File: config.mk
export PLATFORM = sky130hd
export DESIGN_NAME = alu_rs
export DESIGN_NICKNAME = d
export VERILOG_FILES = /design/src/rtl/alu_rs.sv
export SDC_FILE = /design/constraint.sdc
export NUM_CORES = 2
export LEC_CHECK = 0
export CORE_MARGIN = 2
export CORE_UTILIZATION = 45
export DETAILED_ROUTE_END_ITERATION = 8
export GPL_TIMING_DRIVEN = 0
export HOLD_SLACK_MARGIN = 0.06
export PLACE_DENSITY = 0.68
export SETUP_SLACK_MARGIN = 0.15
export SYNTH_ARGS = -nofsm -noshare
export SYNTH_HDL_FRONTEND = slang
export SYNTH_SLANG_ARGS = --single-unit
File: constraint.sdc
create_clock -name clk_in -period 8.8 [get_ports clk_in]
set_input_delay 1.76 -clock clk_in [delete_from_list [all_inputs] [get_ports clk_in]]
set_output_delay 1.76 -clock clk_in [all_outputs]
set_load 0.01 [all_outputs]
File: src/rtl/alu_rs.sv
// alu_rs: reservation station and issue scheduler for the single integer ALU.
// Holds up to 2**RS_WIDTH decoded micro-ops, wakes operands from the ALU and
// load/store broadcast buses, and issues the lowest-index ready entry each
// cycle as a registered calculation request.

// One station slot: payload, operand tags/values and wakeup logic.
module alu_rs_entry #(
  parameter int ROB_WIDTH = 4
) (
  input  logic                 clk_in,
  input  logic                 rst_n_in,
  input  logic                 rdy_in,
  input  logic                 clear,
  input  logic                 i_wr,
  input  logic                 i_iss,
  input  logic [3:0]           i_op,
  input  logic [31:0]          i_vj,
  input  logic [31:0]          i_vk,
  input  logic                 i_qj_busy,
  input  logic                 i_qk_busy,
  input  logic [ROB_WIDTH-1:0] i_qj,
  input  logic [ROB_WIDTH-1:0] i_qk,
  input  logic [ROB_WIDTH-1:0] i_rob,
  input  logic                 i_alu_valid,
  input  logic [ROB_WIDTH-1:0] i_alu_rob,
  input  logic [31:0]          i_alu_val,
  input  logic                 i_lsb_valid,
  input  logic [ROB_WIDTH-1:0] i_lsb_rob,
  input  logic [31:0]          i_lsb_val,
  output logic                 o_valid,
  output logic                 o_ready,
  output logic [3:0]           o_op,
  output logic [31:0]          o_vj,
  output logic [31:0]          o_vk,
  output logic [ROB_WIDTH-1:0] o_rob
);

  logic                 r_valid;
  logic [3:0]           r_op;
  logic [ROB_WIDTH-1:0] r_rob;
  logic                 r_qj_busy, r_qk_busy;
  logic [ROB_WIDTH-1:0] r_qj, r_qk;
  logic [31:0]          r_vj, r_vk;

  logic                 w_sj_busy, w_sk_busy;
  logic [ROB_WIDTH-1:0] w_sj_q, w_sk_q;
  logic [31:0]          w_sj_v, w_sk_v;
  logic [32:0]          w_j, w_k;

  // Snoop both buses for a pending operand; ALU bus has priority.
  // Returns {busy, value}.
  function automatic logic [32:0] resolve(
    input logic                 busy,
    input logic [ROB_WIDTH-1:0] q,
    input logic [31:0]          v,
    input logic                 av,
    input logic [ROB_WIDTH-1:0] ar,
    input logic [31:0]          aval,
    input logic                 lv,
    input logic [ROB_WIDTH-1:0] lr,
    input logic [31:0]          lval
  );
    if (busy && av && ar == q)      return {1'b0, aval};
    else if (busy && lv && lr == q) return {1'b0, lval};
    else                            return {busy, v};
  endfunction

  // Operand source is the dispatch bus on insert (same-cycle bypass), else stored state.
  always_comb begin
    w_sj_busy = i_wr ? i_qj_busy : r_qj_busy;
    w_sk_busy = i_wr ? i_qk_busy : r_qk_busy;
    w_sj_q    = i_wr ? i_qj      : r_qj;
    w_sk_q    = i_wr ? i_qk      : r_qk;
    w_sj_v    = i_wr ? i_vj      : r_vj;
    w_sk_v    = i_wr ? i_vk      : r_vk;
    w_j = resolve(w_sj_busy, w_sj_q, w_sj_v, i_alu_valid, i_alu_rob, i_alu_val,
                  i_lsb_valid, i_lsb_rob, i_lsb_val);
    w_k = resolve(w_sk_busy, w_sk_q, w_sk_v, i_alu_valid, i_alu_rob, i_alu_val,
                  i_lsb_valid, i_lsb_rob, i_lsb_val);
  end

  // Slot state: flush, insert, issue-free and operand wakeup.
  always_ff @(posedge clk_in or negedge rst_n_in) begin
    if (!rst_n_in) begin
      r_valid   <= 1'b0;
      r_op      <= '0;
      r_rob     <= '0;
      r_qj_busy <= 1'b0;
      r_qk_busy <= 1'b0;
      r_qj      <= '0;
      r_qk      <= '0;
      r_vj      <= '0;
      r_vk      <= '0;
    end else if (rdy_in) begin
      if (clear) begin
        r_valid <= 1'b0;
      end else begin
        if (i_wr) begin
          r_valid <= 1'b1;
          r_op    <= i_op;
          r_rob   <= i_rob;
          r_qj    <= i_qj;
          r_qk    <= i_qk;
        end else if (i_iss) begin
          r_valid <= 1'b0;
        end
        if (i_wr || r_valid) begin
          r_qj_busy <= w_j[32];
          r_vj      <= w_j[31:0];
          r_qk_busy <= w_k[32];
          r_vk      <= w_k[31:0];
        end
      end
    end
  end

  assign o_valid = r_valid;
  assign o_ready = r_valid & ~r_qj_busy & ~r_qk_busy;
  assign o_op    = r_op;
  assign o_vj    = r_vj;
  assign o_vk    = r_vk;
  assign o_rob   = r_rob;

endmodule

// Top: slot array, free-slot and issue priority encoders, issue register.
module alu_rs #(
  parameter int ROB_WIDTH = 4,
  parameter int RS_WIDTH  = 3
) (
  input  logic                 clk_in,
  input  logic                 rst_n_in,
  input  logic                 rdy_in,
  input  logic                 clear,
  input  logic                 in_valid,
  input  logic [3:0]           in_op,
  input  logic [31:0]          in_vj,
  input  logic [31:0]          in_vk,
  input  logic                 in_qj_busy,
  input  logic                 in_qk_busy,
  input  logic [ROB_WIDTH-1:0] in_qj,
  input  logic [ROB_WIDTH-1:0] in_qk,
  input  logic [ROB_WIDTH-1:0] in_rob,
  output logic                 full,
  input  logic                 cdb_alu_valid,
  input  logic                 cdb_lsb_valid,
  input  logic [ROB_WIDTH-1:0] cdb_alu_rob,
  input  logic [ROB_WIDTH-1:0] cdb_lsb_rob,
  input  logic [31:0]          cdb_alu_val,
  input  logic [31:0]          cdb_lsb_val,
  output logic                 cal,
  output logic [31:0]          a,
  output logic [31:0]          b,
  output logic [3:0]           alu_op,
  output logic [ROB_WIDTH-1:0] cal_rob
);

  localparam int RS_SIZE = 2 ** RS_WIDTH;

  logic [RS_SIZE-1:0]                w_valid, w_ready, w_wr, w_iss;
  logic [RS_SIZE-1:0][3:0]           w_op;
  logic [RS_SIZE-1:0][31:0]          w_vj, w_vk;
  logic [RS_SIZE-1:0][ROB_WIDTH-1:0] w_rob;
  logic [RS_WIDTH-1:0]               w_free_idx, w_iss_idx;
  logic                              w_ins, w_iss_any;

  // full is taken from the current valid bits, before any same-cycle issue.
  assign full      = &w_valid;
  assign w_ins     = in_valid & ~full & ~clear;
  assign w_iss_any = (|w_ready) & ~clear;

  // Lowest-index free slot and lowest-index ready slot, independently.
  always_comb begin
    w_free_idx = '0;
    w_iss_idx  = '0;
    for (int i = RS_SIZE - 1; i >= 0; i--) begin
      if (!w_valid[i]) w_free_idx = RS_WIDTH'(i);
      if (w_ready[i])  w_iss_idx  = RS_WIDTH'(i);
    end
  end

  for (genvar g = 0; g < RS_SIZE; g++) begin : g_ent
    assign w_wr[g]  = w_ins     && (w_free_idx == RS_WIDTH'(g));
    assign w_iss[g] = w_iss_any && (w_iss_idx  == RS_WIDTH'(g));

    alu_rs_entry #(.ROB_WIDTH(ROB_WIDTH)) u_ent (
      .clk_in      (clk_in),
      .rst_n_in    (rst_n_in),
      .rdy_in      (rdy_in),
      .clear       (clear),
      .i_wr        (w_wr[g]),
      .i_iss       (w_iss[g]),
      .i_op        (in_op),
      .i_vj        (in_vj),
      .i_vk        (in_vk),
      .i_qj_busy   (in_qj_busy),
      .i_qk_busy   (in_qk_busy),
      .i_qj        (in_qj),
      .i_qk        (in_qk),
      .i_rob       (in_rob),
      .i_alu_valid (cdb_alu_valid),
      .i_alu_rob   (cdb_alu_rob),
      .i_alu_val   (cdb_alu_val),
      .i_lsb_valid (cdb_lsb_valid),
      .i_lsb_rob   (cdb_lsb_rob),
      .i_lsb_val   (cdb_lsb_val),
      .o_valid     (w_valid[g]),
      .o_ready     (w_ready[g]),
      .o_op        (w_op[g]),
      .o_vj        (w_vj[g]),
      .o_vk        (w_vk[g]),
      .o_rob       (w_rob[g])
    );
  end

  // Issue register: operands/op/tag hold when nothing issues, only cal drops.
  always_ff @(posedge clk_in or negedge rst_n_in) begin
    if (!rst_n_in) begin
      cal     <= 1'b0;
      a       <= '0;
      b       <= '0;
      alu_op  <= '0;
      cal_rob <= '0;
    end else if (rdy_in) begin
      if (w_iss_any) begin
        cal     <= 1'b1;
        a       <= w_vj[w_iss_idx];
        b       <= w_vk[w_iss_idx];
        alu_op  <= w_op[w_iss_idx];
        cal_rob <= w_rob[w_iss_idx];
      end else begin
        cal <= 1'b0;
      end
    end
  end

endmodule
Word level (Yosys, flattened, before mapping)
Index checks and enable logic that the tools add are counted.

Bits in registers: 737. Input port bits: 161. Output and inout bits: 74. Logic and storage cells: 448.

$lt $le $gt $ge: 1. Eq/ne operators: 46. Mux-type cells: 129. Bitwise gates (word level): 37. Reductions and logical operators: 158.

Operator list (number): $mux 33 (32); $mux 32 (18); $bmux 32 s3 (2); $eq 4x4->1 (32); $logic_and 1x1->1 (80); $mux 4 (18); $reduce_bool 3->1 (24); $reduce_and 4->1 (16); $mux 3 (16); $reduce_and 3->1 (16); $mux 1 (41); $bmux 4 s3 (2); $eq 3x3->1 const B (8); $reduce_and 2->1 (10); $and 1x1->1 (19); $not 1->1 (18); $eq 3x2->1 const B (4); $logic_or 1x1->1 (8); $reduce_and 8->1 (1); $reduce_or 8->1 (1); $eq 3x1->1 const B (2); $logic_not 3->1 (2); $lt 3x4->1 const B (1).

Logic depth before layout (Yosys ltp)
Depth in word-level cells: 16. Depth in mapped cells: 14. Mapped depth without buffers: 9.

Hierarchy
Synthesis repeated with hierarchy kept, for this count alone.

Cells, all modules: 3965. Area total of the unflattened synthesis: 47509.3 sq um.

By module, submodules not included: alu_rs_entry (instances 8, cells each 406, area each 5118.7 sq um, sequential area each 2077.0 sq um); alu_rs (instances 1, cells each 717, area each 6560.0 sq um, sequential area each 1826.8 sq um).

Worst setup path before layout
Ideal clock, no wire load.

Kind: input to register. Start: in clear. End: reg g_ent[3].u_ent.r_vk[10]. Setup time: 0.125 ns. Arrival time: 4.527 ns. Required time: 8.675 ns. Slack: 4.148 ns. Stages: 12. Buffers on the path: 3. Path through: nand4b_2 > nor2_2 > buf_2 > mux2i_1 > xnor2_1 > nand3_1 > a2111oi_2 > buf_2 > nor2_1 > a21oi_2 > buf_4 > mux2_2.

Longest elaborated chain between the ends: 8. Elaborated cells between the ends (all ways): 16. Those cells by class: eq/ne (2); mux (4); bitwise (2); reduce/logical (8).

RTL lines: start, declared (line 134) `input logic clear,`; $not 1->1 (no source line) (*); $and 1x1->1 (line 169) `assign w_ins = in_valid & ~full & ~clear;`; $logic_and 1x1->1 (line 183) `assign w_wr[g] = w_ins && (w_free_idx == RS_WIDTH'(g));`; $mux 4 / $mux 1 (equally long branches) (line 73, 71); $eq 4x4->1 (tied with other cells) (line 64) `else if (busy && lv && lr == q) return {1'b0, lval};`; $logic_and 1x1->1 (on tied branches) (line 64, 63); $reduce_bool 3->1 (no source line) / $mux 33 (equally long branches); $reduce_and 4->1 (no source line) / $mux 33 (equally long branches); end signal, assigned (line 111) `r_vk <= w_k[31:0];`; end, declared (line 43) `logic [31:0] r_vj, r_vk;`.

Every way passes the cells marked *; elsewhere a longest branch is shown, timed or not. A chain may end at the register's enable or synchronous reset.

Worst setup path after layout
Start: in in_valid. End: reg g_ent[2].u_ent.r_vk[0].

Longest elaborated chain between the ends: 8. Elaborated cells between the ends (all ways): 16. Those cells by class: eq/ne (2); mux (4); bitwise (2); reduce/logical (8).

RTL lines: start, declared (line 135) `input logic in_valid,`; $and 1x1->1 (*) (2 in series) (line 169); $logic_and 1x1->1 (*) (line 183); $mux 4 / $mux 1 (equally long branches) (line 73, 71); $eq 4x4->1 (tied with other cells) (line 64); $logic_and 1x1->1 (on tied branches) (line 64, 63); $reduce_bool 3->1 (no source line) / $mux 33 (equally long branches); $reduce_and 4->1 (no source line) / $mux 33 (equally long branches); end signal, assigned (line 111); end, declared (line 43).

Marks and branches as above.

==> results.yml <==
pwr:
  p_leak_uw: 0.0236
  ir_drop_uv: 156
  power_density_nw_per_um2: 197
  finalPower_uw: 10300
die:
  initial_core_util: 0.454
  core-area_um2: 102000
  die_w_um: 325
  design.die.area_um2: 105000
  fp.dieH_um: 325
  core.rowCount: 117
  pin_count: 235
grt:
  grt_pass1_vias: 43189
  grt_max_degree: 117
  grt_pass1_wl_um: 298000
  grt_antenna_before_repair: 22
  grtUsageTotal: 0.384
  gr-total-overflow: 0
cts:
  cts_resized: 0
  clockBufferDepth: 3
  insertion_delay_ps: 720
  cts_root_buffer: "clkbuf_16"
  htreeDepth: 3
  cts.sinks: 737
  post_cts_buffers: 0
  clk_pin_slew_ps: 60
  cts_tree: "done"
  cts_buffers: 85
  cts_hold_buf: 0
timing:
  drv_slew: 67
  hold_violations: 0
  fin_worst_skew_ps: 31.8
  setup_viol: 0
  tightest_slew_ps: 1640
  finalCriticalPeriod_ps: 7210
  fin_crit_sh: 0.819
  fin_setup_tns_ps: 0
  slew_headroom: -0.0929
  rsz0062_at_grt: "no"
  timing.fmax_mhz: 139
cells_and_area:
  drive_gt1_frac: 0.132
  fin_area_um2: 52400
  nets: 5679
  syn_to_final_growth_pct: 13.4
run:
  cap_violations: 8
synth:
  synth_area_leader_cell: "dfrtp_1"
  synth_cell_types: 74
  synth-seq-cells: 737
  yosysSeqAreaShare: 0.399
  synth_nets: 5453
  syn_avg_cell_area_um2: 8.74
  async_flop_share: 1.00
  yosysWarningCount: 0
  synth_ff_type: "dfrtp_1"
  synth_commonest_cells: "1114 x nand2_1, 737 x dfrtp_1, 576 x mux2i_1, 514 x o21ai_0, 462 x mux2_2"
  syn_inst: 5292
  synth_edf_count: 0
  synth.area.top_cells: "dfrtp_1 40%, mux2i_1 12%, mux2_2 11%, nand2_1 9.0%, o21ai_0 5.6%"
  synth.cell_area_um2: 46200
  yosysMostFrequentCell: "nand2_1"
  synth_top_cell_area_share: 0.399
critical_path:
  crit_required_ps: 9380
  critPathKind: "input port to register"
  critPathLaunchType: "input port"
  crit_arrival_ps: 7780
  cp-end-kind: "register"
  critPathMaxFanout: 10
  rrSetupSlack_ps: 2710
drt:
  drt-pass1-iter-count: 6
  viasPerCell: 6.44
  wirelength_um: 208000
  ant_nets: 0
  drt_drc_violations_left: 0
  drt_iter0_drc: 6740
  vias: 44874
  wl_per_cell_um: 29.9
place:
  postPlaceCellArea_um2: 49500
  place_hpwl_um: 147000
  place.gp.congestion: 1.01
  place.port_buffers: 127
run_status:
  violations: "capacitance limit, slew limit"
  status: "finished with violations"
worst_hold_path:
  hold_class: "register to register"
## layer usage
metal,global-route usage,wire [µm],share of wire
met1,0.495,79400,0.38
met2,0.549,85900,0.41
met3,0.140,28700,0.14
met4,0.228,14200,0.068
met5,0.00634,247,0.0012
## per-stage QoR
stage / cells / worst slack [ps] / hold WS [ps] / utilization
global route: 6958 / 1550 / 488 / 0.514
global placement: 6787 / -29240 / 458 / 0.483
CTS: 6951 / 1890 / 479 / 0.514
detailed placement: 6798 / 1200 / 466 / 0.486
finish: 6967 / 1590 / 478 / 0.515
floorplan: 5292 / 4150 / 449 / -
## power breakdown
part           internal [µW]  switching, µW
registers               3890            321
clock network           2220           1590
logic                    971           1310
total                   7080           3230
## area by class of cell
class / count / area (µm²)
well taps: 1368 / 1710
multi-input cells: 3939 / 25400
fillers: 9708 / 49500
repair buffers: 139 / 1510
clock buffers: 131 / 2570
inverters: 28 / 105
clock inverters: 22 / 327
diodes: 15 / 37.5
flip-flops and latches: 737 / 18400
plain buffers: 588 / 2350
## worst paths after layout
| kind | startpoint | endpoint | depth (start not counted) |
|---|---|---|---|
| setup reg to reg | g_ent[1].u_ent.o_valid$_DFFE_PN0P_ | g_ent[2].u_ent.o_vk[0]$_DFFE_PN0P_ | 13 |
| hold / removal | g_ent[0].u_ent.o_vj[27]$_DFFE_PN0P_ | g_ent[0].u_ent.o_vj[27]$_DFFE_PN0P_ | 2 |
| setup / recovery | in_valid | g_ent[2].u_ent.o_vk[0]$_DFFE_PN0P_ | 13 |
| hold reg to reg | g_ent[0].u_ent.o_vj[27]$_DFFE_PN0P_ | g_ent[0].u_ent.o_vj[27]$_DFFE_PN0P_ | 2 |
| max in group asynchronous | rst_n_in | g_ent[2].u_ent.o_vj[18]$_DFFE_PN0P_ | 5 |
| min in group asynchronous | rst_n_in | alu_op[3]$_DFFE_PN0P_ | 1 |
## layout by cell type, fill, tap and decap left out, types with 36 or more instances in the layout
master | Yosys | layout
nand2_1 | 1114 | 1114
dfrtp_1 | 737 | 737
mux2i_1 | 576 | 576
o21ai_0 | 514 | 514
mux2_2 | 462 | 462
clkbuf_1 | 410 | 432
nor2_1 | 291 | 291
a21oi_1 | 226 | 226
nand3_1 | 176 | 176
clkdlybuf4s50_1 | 0 | 126
buf_2 | 91 | 91
clkbuf_16 | 0 | 88
buf_1 | 80 | 80
and3_1 | 78 | 78
xnor2_1 | 75 | 75
a31oi_1 | 75 | 75
a311oi_1 | 72 | 72
xor2_1 | 42 | 42
a21o_1 | 37 | 37
a211oi_1 | 36 | 36
## worst max-delay path, cell delays in order
cell	delay, ps
clkdlybuf4s50_1	640
nand4b_2	270
nor2_1	340
buf_4	300
mux2i_1	320
xor2_1	190
nand3_1	110
nor4_1	860
clkbuf_1	980
nor2_1	140
a21oi_1	880
buf_2	560
mux2_2	400
## flip-flops by register name (all words and copies together) (netlist names)
signal                 count
cal                        1
cal_rob                    4
g_ent.u_ent.o_valid        8
alu_op                     4
g_ent.u_ent.r_qk_busy      8
g_ent.u_ent.o_vk         256
g_ent.u_ent.r_qj_busy      8
a                         32
b                         32
g_ent.u_ent.o_rob         32
g_ent.u_ent.o_vj         256
g_ent.u_ent.o_op          32
g_ent.u_ent.r_qk          32
g_ent.u_ent.r_qj          32
## logic make-up (layout without fill, tap and decap cells)
kind of cell | count (synthesis) | after routing | share of synthesized area
flops | 737 | 737 | 0.399
simple gates | 1747 | 1747 | 0.158
other cells | 0 | 15 | 0
buf+inv | 616 | 908 | 0.0530
xor+xnor | 117 | 117 | 0.0222
mux | 1053 | 1053 | 0.241
compound gates | 1022 | 1022 | 0.128
No activity file was read; power rests on OpenSTA's default activity.
